<file path="src/rtl/cic_ctrl.sv">
// rtl/cic_ctrl.sv - CIC sequencing, output scaling/saturation and output FIFO
module cic_ctrl #(
  parameter int CIC_WIDTH   = 50,
  parameter int OUT_WIDTH   = 16,
  parameter int SHIFT       = 34,
  parameter int FLUSH_COUNT = 15,
  parameter int FIFO_DEPTH  = 4
) (
  input  logic                 clk,
  input  logic                 rst,
  input  logic                 enable,
  input  logic                 mod_valid,
  output logic                 cic_in_valid,
  output logic                 cic_rst_n,
  input  logic                 cic_out_valid,
  input  logic [CIC_WIDTH-1:0] cic_out_data,
  output logic                 m_valid,
  input  logic                 m_ready,
  output logic [OUT_WIDTH-1:0] m_data,
  output logic [1:0]           state,
  output logic                 sat_flag,
  output logic                 ovf_flag,
  output logic [7:0]           drop_count
);

  localparam logic [1:0] S_IDLE  = 2'd0;
  localparam logic [1:0] S_FLUSH = 2'd1;
  localparam logic [1:0] S_RUN   = 2'd2;

  localparam int AW = (FIFO_DEPTH > 1) ? $clog2(FIFO_DEPTH) : 1;
  localparam int FW = $clog2(FLUSH_COUNT + 1);

  localparam logic signed [CIC_WIDTH:0] ROUND   = {{CIC_WIDTH{1'b0}}, 1'b1} << (SHIFT - 1);
  localparam logic signed [CIC_WIDTH:0] OUT_MAX = {{(CIC_WIDTH-OUT_WIDTH+2){1'b0}}, {(OUT_WIDTH-1){1'b1}}};
  localparam logic signed [CIC_WIDTH:0] OUT_MIN = {{(CIC_WIDTH-OUT_WIDTH+2){1'b1}}, {(OUT_WIDTH-1){1'b0}}};

  logic [1:0]    state_q;
  logic [1:0]    state_d;
  logic [FW-1:0] flush_cnt;
  logic          flush_done;
  logic          push_req;

  assign state      = state_q;
  assign flush_done = cic_out_valid && (flush_cnt == FW'(FLUSH_COUNT - 1));

  // State register
  always_ff @(posedge clk) begin
    if (rst) begin
      state_q <= S_IDLE;
    end else begin
      state_q <= state_d;
    end
  end

  // Next-state logic; dropping enable wins from any state
  always_comb begin
    state_d = state_q;
    if (!enable) begin
      state_d = S_IDLE;
    end else begin
      case (state_q)
        S_IDLE:  state_d = S_FLUSH;
        S_FLUSH: if (flush_done) state_d = S_RUN;
        S_RUN:   state_d = S_RUN;
        default: state_d = S_IDLE;
      endcase
    end
  end

  // Output decode
  always_comb begin
    cic_in_valid = 1'b0;
    push_req     = 1'b0;
    case (state_q)
      S_FLUSH: cic_in_valid = mod_valid;
      S_RUN: begin
        cic_in_valid = mod_valid;
        push_req     = cic_out_valid && enable;
      end
      default: begin
        cic_in_valid = 1'b0;
        push_req     = 1'b0;
      end
    endcase
  end

  // CIC reset tracks the state being entered, so it moves on the same edge
  always_ff @(posedge clk) begin
    if (rst) begin
      cic_rst_n <= 1'b0;
    end else begin
      cic_rst_n <= (state_d != S_IDLE);
    end
  end

  always_ff @(posedge clk) begin
    if (rst || !enable || (state_q != S_FLUSH)) begin
      flush_cnt <= '0;
    end else if (cic_out_valid) begin
      flush_cnt <= flush_done ? '0 : flush_cnt + 1'b1;
    end
  end

  // Round half up, arithmetic shift, then clamp to the output range
  logic signed [CIC_WIDTH:0] x_ext;
  logic signed [CIC_WIDTH:0] sum;
  logic signed [CIC_WIDTH:0] y;
  logic                      clamp_hi;
  logic                      clamp_lo;
  logic [OUT_WIDTH-1:0]      scaled;

  always_comb begin
    x_ext    = {cic_out_data[CIC_WIDTH-1], cic_out_data};
    sum      = x_ext + ROUND;
    y        = sum >>> SHIFT;
    clamp_hi = (y > OUT_MAX);
    clamp_lo = (y < OUT_MIN);
    if (clamp_hi) begin
      scaled = OUT_MAX[OUT_WIDTH-1:0];
    end else if (clamp_lo) begin
      scaled = OUT_MIN[OUT_WIDTH-1:0];
    end else begin
      scaled = y[OUT_WIDTH-1:0];
    end
  end

  logic [OUT_WIDTH-1:0] mem [FIFO_DEPTH];
  logic [AW-1:0]        wr_ptr;
  logic [AW-1:0]        rd_ptr;
  logic [AW:0]          count;
  logic                 full;
  logic                 pop;
  logic                 push_ok;
  logic                 drop;

  assign m_valid = (count != '0);
  assign full    = (count == (AW+1)'(FIFO_DEPTH));
  assign pop     = m_valid && m_ready;
  assign push_ok = push_req && (!full || pop);
  assign drop    = push_req && full && !pop;
  assign m_data  = m_valid ? mem[rd_ptr] : '0;

  always_ff @(posedge clk) begin
    if (rst || !enable) begin
      wr_ptr <= '0;
      rd_ptr <= '0;
      count  <= '0;
    end else begin
      if (push_ok) wr_ptr <= wr_ptr + 1'b1;
      if (pop)     rd_ptr <= rd_ptr + 1'b1;
      case ({push_ok, pop})
        2'b10:   count <= count + 1'b1;
        2'b01:   count <= count - 1'b1;
        default: count <= count;
      endcase
    end
  end

  always_ff @(posedge clk) begin
    if (push_ok) mem[wr_ptr] <= scaled;
  end

  // Status is sticky across disable; only rst clears it
  always_ff @(posedge clk) begin
    if (rst) begin
      sat_flag   <= 1'b0;
      ovf_flag   <= 1'b0;
      drop_count <= 8'd0;
    end else begin
      if (push_req && (clamp_hi || clamp_lo)) sat_flag <= 1'b1;
      if (drop) begin
        ovf_flag <= 1'b1;
        if (drop_count != 8'hFF) drop_count <= drop_count + 8'd1;
      end
    end
  end

endmodule

</file>
<file path="config.mk">
export PLATFORM = sky130hd
export DESIGN_NAME = cic_ctrl
export DESIGN_NICKNAME = d
export VERILOG_FILES = /design/src/rtl/cic_ctrl.sv
export SDC_FILE = /design/constraint.sdc
export NUM_CORES = 1
export LEC_CHECK = 0
export ABC_AREA = 1
export BUFFER_PORTS_ARGS = -buffer_cell sky130_fd_sc_hd__buf_2
export CAP_MARGIN = 20
export CORE_ASPECT_RATIO = 1.1
export CORE_MARGIN = 2
export CORE_UTILIZATION = 30
export CTS_CLUSTER_SIZE = 16
export DETAILED_ROUTE_END_ITERATION = 10
export PLACE_DENSITY_LB_ADDON = 0.2
export SLEW_MARGIN = 20
export SYNTH_ARGS = -nofsm -noshare
export SYNTH_HDL_FRONTEND = slang
export SYNTH_SLANG_ARGS = --single-unit
</file>
<file path="constraint.sdc">
create_clock -name clk -period 2.15 [get_ports clk]
set_clock_uncertainty 0.2 [all_clocks]
set_input_delay 0.1075 -clock clk [delete_from_list [all_inputs] [get_ports clk]]
set_output_delay 0.1075 -clock clk [all_outputs]
set_load 0.005 [all_outputs]
</file>
==> impl_metrics.py <==
metrics = {
    "floorplan": {
        "die_w_um": 118,
        "num_rows": 45,
        "fp.dieH_um": 129,
        "fp.coreArea_mm2": 0.0139,
        "ios": 87,
        "dieArea_mm2": 0.0152,
        "start_util_pct": 30.7,
    },
    "pwr": {
        "power.leakage_nw": 2.06,
        "peakVddDrop_mv": 0.436,
        "p_per_area_mw_per_mm2": 714,
    },
    "yosys": {
        "syn_nets": 516,
        "ys_seq_elements": 90,
        "syn_inst": 447,
        "ys_seq_area_share_pct": 57.4,
        "yosysUniqueCellTypes": 35,
        "yosys_warnings": 0,
        "syn_area_per_cell_um2": 9.53,
        "netlist_area_mm2": 0.00426,
    },
    "setup_path": {
        "critPathSlowestCell": "fa_1",
        "crit_family": "adder cells",
        "arrival_ns": 1.99,
        "cp_cell_sequence": "inv_1, ha_1, nand3_2, inv_2, nor2_2, inv_1, fa_1, inv_1, nand2_1, a21oi_1, nor2_1",
        "r2r_start": "state[0]",
        "critPathBufInv": 4,
        "r2r-end": "count[2]",
        "start_kind": "register",
        "critPathKind": "register to register",
        "r2r_slack_ns": 0.19,
        "critPathMaxStageDelay_ns": 0.38,
        "r2r_cells": 11,
        "crit_path_max_fanout": 3,
        "crit_path_end_kind": "register",
        "critical_path_required_ns": 2.18,
        "cp_common_cell": "inv_1",
    },
    "placement": {
        "place.gp.congestion": 0.720,
        "place.detailed.hpwl_um": 6510,
        "dp.cells": 689,
        "dpl_worst_slack_ns": 0.144,
        "port_buffers": 53,
        "placed_area_mm2": 0.00481,
    },
    "routing": {
        "top_layer": "met4",
        "drc": 0,
        "wl_met1_um": 4260,
        "wl_met2_um": 4470,
        "avgViaCountPerCell": 4.36,
        "drt_wl_total_um": 9280,
        "antenna_left": 0,
        "vias": 3094,
        "wire_per_inst_um": 13.1,
        "drtIter0Drc": 180,
        "drt-pass1-iter-count": 4,
        "dr_wl_met3_um": 407,
    },
    "sta": {
        "fin_crit_sh_pct": 91.2,
        "slew_viol_final": 0,
        "fin_crit_ns": 1.96,
        "fmax_mhz": 510,
        "tightestPinTransition_ns": 0.621,
        "finalWorstSetupSlack_ns": 0.189,
        "tns_ns": 0,
        "rsz0062_at_grt": "false",
        "setup_violations": 0,
        "slew_headroom_pct": 58.1,
        "hold_violations": 0,
    },
    "global_routing": {
        "grt_max_degree": 23,
        "antenna_found_initial": 0,
        "grt-ovfl-total": 0,
        "grt_pass1_wl_um": 15100,
        "grtUsageTotal_pct": 12.8,
        "grt_pass1_vias": 3111,
    },
    "min_path": {
        "hold_depth": 5,
        "min_path_type": "input pin to register",
        "worst_hold_path.endpoint": "ovf_flag",
        "hp-start": "enable",
    },
    "clock_tree": {
        "ctsHtreeMaxLevel": 3,
        "cts_setup_buffers": 0,
        "clk_latency_ns": 0.33,
        "cts_max_path_buffers": 2,
        "cts_tree": "done",
        "cts-root-buf": "clkbuf_16",
        "path_clk_slew_ns": 0.06,
        "cts_sinks": 90,
        "numCtsBuffers": 9,
    },
    "flow_run": {
        "cap_violations": 0,
    },
    "final_layout": {
        "final_area_mm2": 0.00520,
        "final_util_pct": 37.5,
        "num_antenna_cells": 0,
        "layout_commonest_cell": "nor2_1",
        "syn2layout_area_growth_pct": 22.1,
        "layout_common_cells": "nor2_1 (88), edfxtp_1 (64), buf_2 (53), nand2_1 (49), o21ai_0 (44)",
        "final_nets": 587,
        "instances_no_fill": 710,
        "drive_gt1_share_pct": 21.8,
    },
    "run_status": {
        "outcome": "finished, final reports clean",
    },
}
[sequential cells by signal, indices dropped and copies added, names as in the netlist, named ones only]
name	cells
mem	64
drop_count	8
flush_cnt	4
count	3
rd_ptr	2
state	2
wr_ptr	2
cic_rst_n	1
ovf_flag	1
sat_flag	1
[layout make-up]
type                            instances  area [um2]
Timing Repair Buffer                   72         435
Clock inverter                          6        97.6
Tap cell                              188         235
Sequential cell                        90        2440
Multi-Input combinational cell        299        1590
Fill cell                            1480        8650
Clock buffer                            9         225
Inverter                               46         173
[worst max-delay path by stage]
| stage | startpoint | to | slack, ns | cells past startpoint |
|---|---|---|---|---|
| 2_1_floorplan | state[0] | mem[0][0] | -0.03 | 6 |
| 3_3_place_gp | state[0] | count[2] | 0.16 | 11 |
| 3_5_place_dp | state[0] | count[2] | 0.14 | 11 |
| 4_1_cts | state[0] | count[2] | 0.13 | 11 |
| 5_1_grt | register | m_data[1] | 0.007 | 6 |
| 6_report | state[0] | count[2] | 0.19 | 11 |
[routing by layer]
metal	vias to the layer above	GRT usage (%)
met3	10	3.28
li1	1637	-
met2	54	22.4
met1	1393	15.1
met4	0	4.96
met5	-	0
[power breakdown]
group / total, W / switching [W] / leakage [nW] / internal, W
clock network: 0.00169 / 0.000662 / 0.158 / 0.00103
logic: 0.000152 / 0.0000951 / 1.13 / 0.0000569
registers: 0.00186 / 0.000000942 / 0.781 / 0.00186
[cell usage after synthesis (all sizes together)]
cell | n | area [um2]
a21oi | 32 | 164
nor3 | 4 | 25.0
buf | 4 | 26.3
nor4 | 1 | 6.26
nand3b | 2 | 27.5
o31ai | 1 | 7.51
nor3b | 1 | 7.51
nor2 | 100 | 418
dfxtp | 26 | 521
o21ai | 54 | 278
clkbuf | 8 | 30.0
or2 | 2 | 15.0
xor2 | 9 | 78.8
nand3 | 11 | 65.1
xnor2 | 4 | 35.0
edfxtp | 64 | 1920
nand4 | 5 | 31.3
fa | 1 | 20.0
a31oi | 2 | 12.5
inv | 46 | 173
nand2 | 58 | 245
ha | 12 | 150
[tightest hold or removal path: stages]
cell and delay, ns:
buf_2 0.11, nand3_2 0.10, nor2_4 0.05, nor2_1 0.08, nor2_1 0.04
[cells by family after synthesis]
kind of cell    count (synthesis)  share of synthesized area [%]
buf+inv                        58                           5.38
xor+xnor                       13                           2.67
flops                          90                           57.4
fa+ha+maj                      13                           4.00
simple gates                  184                           19.7
compound gates                 89                           10.8
[metrics by stage]
| stage | hold WS (ns) | total power (W) |
|---|---|---|
| floorplan | -0.0301 | 0.00198 |
| global placement | 0.176 | 0.00204 |
| detailed placement | 0.180 | 0.00205 |
| CTS | 0.000177 | 0.00375 |
| global route | 0.0486 | 0.00383 |
| finish | 0.00990 | 0.00371 |
[timing repair]
| item | CTS | global route |
|---|---|---|
| endpoints found under the hold margin | 22 | 0 |
| setup endpoints to repair | 0 | 1 |
| resized for setup | 0 | 1 |
| hold buffers | 6 | 0 |
No activity file was read; power rests on OpenSTA's default activity.
